--- src/rtl/dl_fec_pkg.sv ---
// Shared types and defaults for the downlink FEC controller.
// DL_FEC_CTRL_TIMEOUT_EN (in the top) selects the watchdog build.
package dl_fec_pkg;

   localparam int unsigned TIMEOUT_CYCLES_DEF = 255;
   localparam int unsigned WDOG_WIDTH         = 16;

   typedef enum logic [2:0] {
      IDLE     = 3'd0,
      LAUNCH   = 3'd1,
      WAIT_ENC = 3'd2,
      OUTPUT   = 3'd3,
      ERR      = 3'd4
   } dl_fec_ctrl_state_t;

endpackage

--- src/rtl/dl_fec_wdog.sv ---
// WAIT_ENC watchdog: load clears, enable counts, expire flags the
// last allowed cycle. Saturates so a stuck enable never wraps.
module dl_fec_wdog
   import dl_fec_pkg::*;
#(
   parameter int unsigned TIMEOUT_CYCLES = TIMEOUT_CYCLES_DEF
) (
   input  logic clk,
   input  logic rst,
   input  logic load_i,
   input  logic en_i,
   output logic expire_o
);

   localparam logic [WDOG_WIDTH-1:0] LAST =
      WDOG_WIDTH'(TIMEOUT_CYCLES - 1);
   localparam logic [WDOG_WIDTH-1:0] ONE = WDOG_WIDTH'(1);

   logic [WDOG_WIDTH-1:0] cnt_q;
   logic [WDOG_WIDTH-1:0] cnt_d;

   always_comb begin
      cnt_d = cnt_q;
      if (load_i) begin
         cnt_d = '0;
      end else if (en_i && (cnt_q != LAST)) begin
         cnt_d = cnt_q + ONE;
      end
   end

   always_ff @(posedge clk) begin
      if (rst) begin
         cnt_q <= '0;
      end else begin
         cnt_q <= cnt_d;
      end
   end

   assign expire_o = en_i & (cnt_q == LAST);

endmodule

--- src/rtl/dl_fec_ctrl.sv ---
// Downlink FEC sequencer: launches CRC/encoder clusters, hands frame
// to framer. `DL_FEC_CTRL_TIMEOUT_EN adds the WAIT_ENC watchdog.
module dl_fec_ctrl
   import dl_fec_pkg::*;
#(
   parameter int unsigned TIMEOUT_CYCLES = TIMEOUT_CYCLES_DEF,
   parameter int unsigned CNT_WIDTH      = 16
) (
   input  logic                 clk,
   input  logic                 rst,
   input  logic                 frame_valid,
   output logic                 frame_ready,
   input  logic                 hdr_only,
   output logic                 crc0_start,
   output logic                 crc1_start,
   input  logic                 enc0_done,
   input  logic                 enc1_done,
   output logic                 tx_valid,
   input  logic                 tx_ready,
   output logic                 tx_hdr_only,
   output logic                 busy,
   output logic [CNT_WIDTH-1:0] frame_cnt,
   output logic                 err_timeout,
   input  logic                 err_clr
);

   dl_fec_ctrl_state_t state_q;

   logic                 hdr_only_q;
   logic                 d0_q;
   logic                 d1_q;
   logic                 crc0_start_q;
   logic                 crc1_start_q;
   logic                 tx_valid_q;
   logic                 busy_q;
   logic [CNT_WIDTH-1:0] frame_cnt_q;

   logic accept;
   logic both_done;
   logic timeout_now;

   assign frame_ready = (state_q == IDLE);
   assign accept      = frame_valid & frame_ready;

   // Header-only frames never start the 64-bit cluster, so its flag is implied.
   assign both_done = (d0_q | enc0_done | hdr_only_q)
                    & (d1_q | enc1_done);

`ifdef DL_FEC_CTRL_TIMEOUT_EN
   logic wd_expire;
   logic err_q;

   dl_fec_wdog #(
      .TIMEOUT_CYCLES(TIMEOUT_CYCLES)
   ) u_wdog (
      .clk      (clk),
      .rst      (rst),
      .load_i   (state_q == LAUNCH),
      .en_i     (state_q == WAIT_ENC),
      .expire_o (wd_expire)
   );

   assign timeout_now = (state_q == WAIT_ENC) & wd_expire & ~both_done;

   always_ff @(posedge clk) begin
      if (rst) begin
         err_q <= 1'b0;
      end else if (timeout_now) begin
         err_q <= 1'b1;
      end else if (err_clr) begin
         err_q <= 1'b0;
      end
   end

   assign err_timeout = err_q;
`else
   localparam int unsigned UNUSED_TIMEOUT = TIMEOUT_CYCLES;
   logic unused_err_clr;

   assign unused_err_clr = err_clr;
   assign timeout_now    = 1'b0;
   assign err_timeout    = 1'b0;
`endif

   always_ff @(posedge clk) begin
      if (rst) begin
         state_q      <= IDLE;
         hdr_only_q   <= 1'b0;
         d0_q         <= 1'b0;
         d1_q         <= 1'b0;
         crc0_start_q <= 1'b0;
         crc1_start_q <= 1'b0;
         tx_valid_q   <= 1'b0;
         busy_q       <= 1'b0;
         frame_cnt_q  <= '0;
      end else begin
         crc0_start_q <= 1'b0;
         crc1_start_q <= 1'b0;
         unique case (state_q)
            IDLE: begin
               if (accept) begin
                  state_q      <= LAUNCH;
                  hdr_only_q   <= hdr_only;
                  d0_q         <= 1'b0;
                  d1_q         <= 1'b0;
                  crc0_start_q <= ~hdr_only;
                  crc1_start_q <= 1'b1;
                  busy_q       <= 1'b1;
               end
            end
            LAUNCH: begin
               state_q <= WAIT_ENC;
            end
            WAIT_ENC: begin
               d0_q <= d0_q | enc0_done;
               d1_q <= d1_q | enc1_done;
               if (both_done) begin
                  state_q    <= OUTPUT;
                  tx_valid_q <= 1'b1;
               end else if (timeout_now) begin
                  state_q <= ERR;
               end
            end
            OUTPUT: begin
               if (tx_ready) begin
                  state_q     <= IDLE;
                  tx_valid_q  <= 1'b0;
                  busy_q      <= 1'b0;
                  frame_cnt_q <= frame_cnt_q + CNT_WIDTH'(1);
               end
            end
`ifdef DL_FEC_CTRL_TIMEOUT_EN
            ERR: begin
               state_q <= IDLE;
               busy_q  <= 1'b0;
            end
`endif
            default: begin
               state_q    <= IDLE;
               tx_valid_q <= 1'b0;
               busy_q     <= 1'b0;
            end
         endcase
      end
   end

   assign crc0_start  = crc0_start_q;
   assign crc1_start  = crc1_start_q;
   assign tx_valid    = tx_valid_q;
   assign tx_hdr_only = hdr_only_q;
   assign busy        = busy_q;
   assign frame_cnt   = frame_cnt_q;

endmodule

--- config.mk ---
export PLATFORM = sky130hd
export DESIGN_NAME = dl_fec_ctrl
export DESIGN_NICKNAME = d
export VERILOG_FILES = /design/src/rtl/dl_fec_pkg.sv /design/src/rtl/dl_fec_wdog.sv /design/src/rtl/dl_fec_ctrl.sv
export SDC_FILE = /design/constraint.sdc
export NUM_CORES = 1
export LEC_CHECK = 0
export ABC_AREA = 1
export BUFFER_PORTS_ARGS = -buffer_cell sky130_fd_sc_hd__buf_2
export CAP_MARGIN = 20
export CORE_MARGIN = 2
export CORE_UTILIZATION = 50
export DETAILED_ROUTE_END_ITERATION = 12
export PLACE_DENSITY = 0.76
export SLEW_MARGIN = 40
export SYNTH_ARGS = -nofsm -noshare
export SYNTH_HDL_FRONTEND = slang
export SYNTH_SLANG_ARGS = --single-unit
export TNS_END_PERCENT = 1
--- constraint.sdc ---
create_clock -name clk -period 1.76 [get_ports clk]
set_input_delay 0.176 -clock clk [delete_from_list [all_inputs] [get_ports clk]]
set_output_delay 0.176 -clock clk [all_outputs]
set_load 0.01 [all_outputs]
==> impl_metrics.yaml, run 1 <==
synthesis:
  synth_compound_area_share_pct: 11.48
  ys_types: 23
  avgSynthCellArea_um2: 7.059
  yosys_warnings: 0
  synth_xor_area_share_pct: 0
  yosys.area_share.simple_pct: 33.94
  synth_cells: 176
  syn_area_um2: 1242
  seq_area_frac_synth_pct: 40.28
  ys_ff_latch: 25
  muxShareOfSynthArea_pct: 0
  synth_nets: 189
  synth_fa_ha_area_share_pct: 5.035
  synth_top_family_by_area: "simple AND/OR/NAND/NOR gates"
drt:
  firstDrtPassIters: 4
  vias_per_cell: 4.894
  dr_total_vias: 1150
  wl_per_cell_um: 10.43
  drc: 0
  dr_wl_met2_mm: 1.051
  wirelength_mm: 2.452
  postRouteAntennaNets: 0
  drt_iter0_drc: 18
  wl_met3_um: 127
  met1_length_mm: 1.229
  highest_layer: "met4"
sta:
  period_needed_ns: 1.523
  setup_violations: 0
  finalSetupTns_ns: 0
  fin_skew_ns: 0.002843
  rsz0062_at_grt: "no"
  fmaxAchievable_mhz: 656.6
  final-max-slew-violation-count: 0
  finalHoldViolations: 0
  fin_crit_sh_pct: 86.53
pwr:
  p_int_w: 0.0009007
  powerDensity_nw_per_um2: 977.6
  power_frac_comb_pct: 33.6
  cellLeakagePower_nw: 0.6840
  switching_power_w: 0.0004962
  switching_share_pct: 35.52
  total_power_w: 0.001397
  clkPwrFrac_pct: 18.1
  max-vdd-ir-drop_mv: 0.6574
  share_seq_of_total_power_pct: 48.3
layout:
  layout_common_cells: "35 x nand2_1, 28 x buf_2, 25 x nor2_1, 25 x dfxtp_1, 24 x inv_1"
  diodes: 0
  nNetsFinal: 219
  final_util_pct: 59.29
  layout-drive-gt1-share_pct: 20.49
  final_common_cell: "nand2_1"
  syn_to_final_growth_pct: 15.00
  fillCellCount: 238
critical_path:
  path_max_fanout: 7
  arrival_ns: 1.75
  critPathKind: "register to register"
  endpoint_kind: "register"
  cp.required_ns: 1.99
  reg2reg_to: "frame_cnt[8]"
  crit_start: "state_q[0]"
  r2r-start: "state_q[0]"
  critPathLaunchType: "register"
  reg2reg_slack_ns: 0.24
  r2r_cells: 7
  worstSetupEndpoint: "frame_cnt[8]"
clock_network:
  cts.path.max_buffers: 2
  cts.clk_slew.worst_paths_ns: 0.13
  root_buffer: "clkbuf_4"
  cts_made_buffers: 3
  insertion_delay_ns: 0.32
  cts_tree: "built"
  cts_setup_buffers: 0
  h-tree-depth: 1
  hold_buffers: 0
  clock-sinks: 25
  cts_resized: 0
floorplan:
  die_y_um: 53.85
  die_x_um: 53.85
  die-area_um2: 2900
  core_region_area_um2: 2410
  start_util_pct: 51.56
  num_rows: 18
  io-pin-count: 31
place:
  dp_hpwl_mm: 1.891
  io_buffers: 28
  gp_congestion: 0.8385
job:
  cap_violations: 0
worst_hold_path:
  min_path_type: "input port to register"
global_route:
  track_usage_pct: 19.03
  grt_overflow: 0
  grt_pass1_vias: 967
  grt_start_max_net_pins: 17
  antenna_found_initial: 0
  grt_pass1_wl_mm: 4.029
status:
  outcome: "finished clean"
## how the worst min path moves through the flow
stage | start | end | slack, ns | cells after the start
after floorplan | hdr_only | crc0_start | 0.26 | 1
after global placement | hdr_only | crc0_start | 0.36 | 2
after detailed placement | hdr_only | crc0_start | 0.36 | 2
after CTS | hdr_only | crc0_start | 0.005 | 2
after global routing | hdr_only | crc0_start | 0.007 | 2
final | hdr_only | crc0_start | 0.03 | 2
## logic make-up after synthesis
kind of cell | Yosys count
adders and majority gates | 5
AOI/OAI and AO/OA | 28
other | 1
buffers and inverters | 28
and+or+nand+nor | 89
DFF | 25
## per-stage QoR
step	setup WS [ns]	hold WS, ns	instances	area (um^2)
final	0.2370	0.02535	235	1429
after global routing	0.07049	0.007411	235	1429
after CTS	0.2250	0.004830	235	1429
after detailed placement	0.2315	0.3615	231	1403
after global placement	0.3192	0.3572	231	1403
after floorplan	0.3876	0.2553	176	1242
## layout make-up
cell class | instances | area (um^2) | area share [%]
sequential | 25 | 500.5 | 35.03
timing repair buffer | 28 | 140.1 | 9.807
inverter | 25 | 93.84 | 6.567
clock buffer | 4 | 26.28 | 1.839
multi-input combinational | 123 | 630.6 | 44.13
tap | 30 | 37.54 | 2.627
## cells in the mapped netlist, drive strengths merged
library cell	instances	area, um^2
a21oi	19	95.09
and3	1	6.260
buf	3	17.52
conb	1	3.750
dfxtp	25	500.5
ha	5	62.56
inv	25	93.84
nand2	37	143.9
nand3	11	67.57
nand3b	1	7.510
nand4	4	25.02
nor2	30	143.9
nor3	3	15.01
o21a	1	7.510
o21ai	8	40.04
or2	2	12.51
## sequential cells by signal, summed over array words and instances, names as in the netlist
| signal | cells |
|---|---|
| d0_q | 1 |
| crc1_start | 1 |
| crc0_start | 1 |
| tx_valid | 1 |
| frame_cnt | 16 |
| busy | 1 |
| tx_hdr_only | 1 |
| state_q | 2 |
| d1_q | 1 |
## power by group through the flow
stage               combinational, W  clock [W]  sequential, W
global placement            0.000454          0       0.000680
finish                      0.000470   0.000253       0.000674
global route                0.000544   0.000290       0.000685
detailed placement          0.000467          0       0.000688
CTS                         0.000469   0.000268       0.000675
floorplan                   0.000328          0       0.000699
## critical path, stage by stage, from the launching register on
cell and delay (ns):
dfxtp_1 0.42, ha_1 0.24, nand2_2 0.15, nor2_8 0.19, nand3_1 0.14, nor2_1 0.13
nor2_1 0.06, o21a_1 0.10
## metal layers
layer / up-vias / global-route usage, %
met5: - / 0
met4: 0 / 8.120
met3: 5 / 3.611
met2: 26 / 29.07
met1: 506 / 26.08
li1: 613 / -
Power figures use the tool's default switching activity.
==> run 2: changes to the inputs <==
==> constraint.sdc (replaced) <==
create_clock -name clk -period 1.7 [get_ports clk]
set_input_delay 0.17 -clock clk [delete_from_list [all_inputs] [get_ports clk]]
set_output_delay 0.17 -clock clk [all_outputs]
set_load 0.01 [all_outputs]
==> run 2 against run 1 <==
Compared with the run above:
- setup slack worse by 0.052 ns
- sequential cell count unchanged
- sequential share of layout area unchanged
- highest routed layer unchanged
==> impl_metrics.yaml, run 2 (synthesis gave the netlist of run 1 again) <==
sta:
  rsz0062_at_grt: "no"
  period_needed_ns: 1.515
  finalSetupTns_ns: 0
  fin_hold_ws_ns: 0.02225
  fin_crit_sh_pct: 89.13
  fin_skew_ns: 0.009855
  setup_violations: 0
  finalHoldViolations: 0
  fmaxAchievable_mhz: 660.0
  final-max-slew-violation-count: 0
critical_path:
  r2r-start: "state_q[0]"
  cp.required_ns: 1.92
  crit_start: "state_q[0]"
  path_max_fanout: 7
  critPathKind: "register to register"
  arrival_ns: 1.74
  endpoint_kind: "register"
  critPathLaunchType: "register"
layout:
  nNetsFinal: 219
  regArea_um2: 500.5
  stdcell_area_um2: 1429
  syn_to_final_growth_pct: 15.00
  fillCellCount: 232
  instances_no_fill: 235
  final_common_cell: "nand2_1"
  diodes: 0
  final_util_pct: 59.29
  layout_common_cells: "35 x nand2_1, 28 x buf_2, 25 x nor2_1, 25 x dfxtp_1, 24 x inv_1"
  multi_input_area_um2: 630.6
  layout-drive-gt1-share_pct: 20.49
  largest_reg_flops: 16
floorplan:
  start_util_pct: 51.56
  io-pin-count: 31
  die_y_um: 53.85
  die_x_um: 53.85
  core_region_area_um2: 2410
  die-area_um2: 2900
  num_rows: 18
drt:
  postRouteAntennaNets: 0
  vias_per_cell: 5.009
  drc: 0
  wirelength_mm: 2.442
  dr_total_vias: 1177
  drt_iter0_drc: 20
  firstDrtPassIters: 4
  wl_per_cell_um: 10.39
clock_network:
  cts.clk_slew.worst_paths_ns: 0.13
  h-tree-depth: 1
  cts_made_buffers: 3
  root_buffer: "clkbuf_4"
  cts_tree: "built"
  clock-sinks: 25
  cts.path.max_buffers: 2
  cts_setup_buffers: 0
  cts_resized: 0
  insertion_delay_ns: 0.32
  hold_buffers: 0
pwr:
  powerDensity_nw_per_um2: 1013
  cellLeakagePower_nw: 0.6840
  max-vdd-ir-drop_mv: 0.7995
global_route:
  grt_pass1_vias: 959
  grt_start_max_net_pins: 17
  grt_overflow: 0
  track_usage_pct: 18.79
  grt_pass1_wl_mm: 3.995
  antenna_found_initial: 0
worst_hold_path:
  hp-start: "hdr_only"
  min_path_type: "input port to register"
place:
  placed_area_um2: 1403
  dp_hpwl_mm: 1.879
  io_buffers: 28
  gp_congestion: 0.8378
  place_inst: 231
job:
  cap_violations: 0
status:
  outcome: "finished clean"
-- run 2: cell counts in the layout (fill, tap and decap cells not counted) --
Identical to the previous run, type by type.
-- run 2: report_power, final --
group	switching, W	internal [W]
Combinational	0.000301	0.000186
Clock	0.000171	0.0000918
Sequential	0.0000419	0.000655
-- run 2: through the flow --
| step | setup slack (ns) | total power, W |
|---|---|---|
| 2_1_floorplan | 0.3276 | 0.001063 |
| 3_3_place_gp | 0.2605 | 0.001174 |
| 3_5_place_dp | 0.1943 | 0.001192 |
| 4_1_cts | 0.1867 | 0.001461 |
| 5_1_grt | 0.03716 | 0.001566 |
| 6_report | 0.1848 | 0.001447 |
-- run 2: final timing paths --
kind / endpoint / slack (ns) / depth (start not counted)
min: crc0_start / 0.02 / 2
max: frame_cnt[13] / 0.18 / 8
min reg2reg: tx_valid / 0.47 / 2
max reg2reg: frame_cnt[13] / 0.18 / 8
-- run 2: final cells by class --
type,count,share of cell area [%]
repair buffers,28,9.807
flip-flops and latches,25,35.03
well taps,30,2.627
inverters,25,6.567
multi-input cells,123,44.13
clock buffers,4,1.839
-- run 2: metal layers --
| layer | up-vias | GRT usage, % | part of all wire, % | wire length (um) |
|---|---|---|---|---|
| met5 | - | 0 | 0 | 0 |
| met1 | 526 | 26.21 | 49 | 1189 |
| met3 | 5 | 3.056 | 5.4 | 132 |
| met2 | 31 | 28.46 | 44 | 1076 |
| li1 | 615 | - | - | - |
| met4 | 0 | 8.120 | 1.8 | 43 |
-- run 2: critical path, cell delays in order, from the launching register on --
cell and delay [ns]:
dfxtp_1 0.41, ha_1 0.25, nand2_2 0.15, nor2_8 0.19, nand3_4 0.12, nor2_2 0.13, nand3_1 0.07, nand2_1 0.06
nor2_1 0.04
==> run 3: changes to the inputs <==
--- a/config.mk
+++ b/config.mk
@@ -8,11 +8,13 @@
 export ABC_AREA = 1
 export BUFFER_PORTS_ARGS = -buffer_cell sky130_fd_sc_hd__buf_2
 export CAP_MARGIN = 20
+export CELL_PAD_IN_SITES_DETAIL_PLACEMENT = 2
+export CELL_PAD_IN_SITES_GLOBAL_PLACEMENT = 2
 export CORE_MARGIN = 2
-export CORE_UTILIZATION = 50
+export CORE_UTILIZATION = 28
 export DETAILED_ROUTE_END_ITERATION = 12
-export PLACE_DENSITY = 0.76
-export SLEW_MARGIN = 40
+export MAX_ROUTING_LAYER = met4
+export PLACE_DENSITY_LB_ADDON = 0.1
 export SYNTH_ARGS = -nofsm -noshare
 export SYNTH_HDL_FRONTEND = slang
 export SYNTH_SLANG_ARGS = --single-unit
==> run 3 against run 2 <==
Compared with the run above:
- wire length increased by 40%
- sequential cell count stayed put
- combinational power rose by 3%
- via count grew 3.1%
- hold slack better by 0.050 ns
- first-iteration DRC count grew 50%
- critical path type unchanged
- largest cell class unchanged
==> impl_metrics.yaml, run 3 (synthesis gave the netlist of run 1 again) <==
clock_network:
  hold_buffers: 0
  insertion_delay_ns: 0.27
  cts_setup_buffers: 0
  cts_tree: "built"
  root_buffer: "clkbuf_8"
  h-tree-depth: 1
  cts_made_buffers: 3
  cts_resized: 0
  cts.clk_slew.worst_paths_ns: 0.09
  cts.path.max_buffers: 2
  clock-sinks: 25
drt:
  vias_per_cell: 4.702
  wirelength_mm: 3.419
  firstDrtPassIters: 4
  drt_iter0_drc: 30
  wl_per_cell_um: 13.25
  drc: 0
  dr_total_vias: 1213
  postRouteAntennaNets: 0
critical_path:
  crit_slowest_cell: "dfxtp_1"
  r2r_cells: 8
  cp.required_ns: 1.87
  cp_top_family: "simple AND/OR/NAND/NOR gates"
  path_max_fanout: 5
  cp_cell_sequence: "inv_1 > ha_1 > inv_1 > or2_2 > nand3_1 > nand2_1 > nand2_1 > nor2_1"
  arrival_ns: 1.69
  r2r-start: "state_q[1]"
  critPathKind: "register to register"
  reg2reg_to: "state_q[1]"
  crit_start: "state_q[1]"
  critPathBufInv: 2
  endpoint_kind: "register"
  critPathLaunchType: "register"
  cp_num_cells: 8
  critPathMaxStageDelay_ns: 0.35
  worstSetupEndpoint: "state_q[1]"
  reg2reg_slack_ns: 0.18
global_route:
  track_usage_pct: 15.93
  grt_pass1_wl_mm: 6.230
  grt_start_max_net_pins: 17
  antenna_found_initial: 0
  grt_pass1_vias: 1352
  grt_overflow: 0
floorplan:
  start_util_pct: 28.73
  die-area_um2: 4986
  io-pin-count: 31
  core_region_area_um2: 4324
  num_rows: 24
  die_x_um: 70.61
  die_y_um: 70.61
layout:
  fillCellCount: 531
  diodes: 0
  syn_to_final_growth_pct: 20.24
  nNetsFinal: 220
  layout-drive-gt1-share_pct: 22.33
  largest_reg_flops: 16
  final_common_cell: "nand2_1"
  layout_common_cells: "35 x nand2_1, 28 x buf_2, 24 x inv_1, 24 x nor2_1, 24 x dfxtp_1"
pwr:
  switching_power_w: 0.0005510
  share_seq_of_total_power_pct: 44.7
  switching_share_pct: 35.21
  powerDensity_nw_per_um2: 1048
  clkPwrFrac_pct: 23.1
  p_int_w: 0.001014
  max-vdd-ir-drop_mv: 0.2464
  cellLeakagePower_nw: 0.6946
  power_frac_comb_pct: 32.2
place:
  place_ws_ns: 0.08855
  io_buffers: 28
  gp_congestion: 0.7469
  dp_hpwl_mm: 2.745
sta:
  setup_ws_ns: 0.1845
  fin_crit_sh_pct: 89.14
  rsz0062_at_grt: "no"
  finalSetupTns_ns: 0
  final-max-slew-violation-count: 0
  fin_skew_ns: 0.002184
  setup_violations: 0
  tightest_slew_ns: 0.5057
  finalHoldViolations: 0
  fmaxAchievable_mhz: 659.9
  relSlewSlack_pct: 66.25
  period_needed_ns: 1.515
worst_hold_path:
  min_path_type: "input port to register"
job:
  cap_violations: 0
status:
  outcome: "finished clean"
## run 3: cell types whose count changed in the layout (fill, tap and decap cells not counted)
cell	change
dfxtp_1	-1
nor2_1	-1
nor2_4	+1
ha_1	-1
ha_2	+1
buf_4	+1
clkbuf_4	-3
clkbuf_8	+3
dfxtp_2	+1
## run 3: worst min-delay path by stage
| stage | slack, ns | start | end | cells after the start |
|---|---|---|---|---|
| 5_1_grt | 0.07 | hdr_only | crc0_start | 2 |
| 6_report | 0.07 | hdr_only | crc0_start | 2 |
| 3_3_place_gp | 0.36 | hdr_only | crc0_start | 2 |
| 3_5_place_dp | 0.36 | hdr_only | crc0_start | 2 |
| 2_1_floorplan | 0.25 | hdr_only | crc0_start | 1 |
| 4_1_cts | 0.06 | hdr_only | crc0_start | 2 |
## run 3: cell type report
cell class	instances	area, um^2	area share [%]
Multi-Input combinational cell	123	640.6	42.88
Timing Repair Buffer	29	147.6	9.883
Clock buffer	4	45.04	3.015
Tap cell	52	65.06	4.355
Inverter	25	93.84	6.281
Sequential cell	25	501.7	33.58
## run 3: metal layers
layer	GRT usage [%]	wire length [um]
met2	29.25	1741
met3	2.849	118
met4	3.774	27
met5	-	0
met1	17.93	1531
## run 3: power by group through the flow
stage,Sequential (W),Clock (W),Combinational [W]
2_1_floorplan,0.000724,0,0.000339
3_3_place_gp,0.000705,0,0.000495
3_5_place_dp,0.000713,0,0.000522
4_1_cts,0.000699,0.000382,0.000525
5_1_grt,0.000711,0.000405,0.000587
6_report,0.000700,0.000361,0.000504
## run 3: metrics by stage
| step | hold slack [ns] | cells | cell area (um^2) | total power [W] | utilization [%] |
|---|---|---|---|---|---|
| 2_1_floorplan | 0.2493 | 176 | 1242 | 0.001063 | - |
| 3_3_place_gp | 0.3551 | 254 | 1438 | 0.001199 | 33.25 |
| 3_5_place_dp | 0.3608 | 254 | 1438 | 0.001235 | 33.25 |
| 4_1_cts | 0.06407 | 258 | 1483 | 0.001606 | 34.29 |
| 5_1_grt | 0.06708 | 258 | 1494 | 0.001704 | 34.55 |
| 6_report | 0.07205 | 258 | 1494 | 0.001565 | 34.55 |
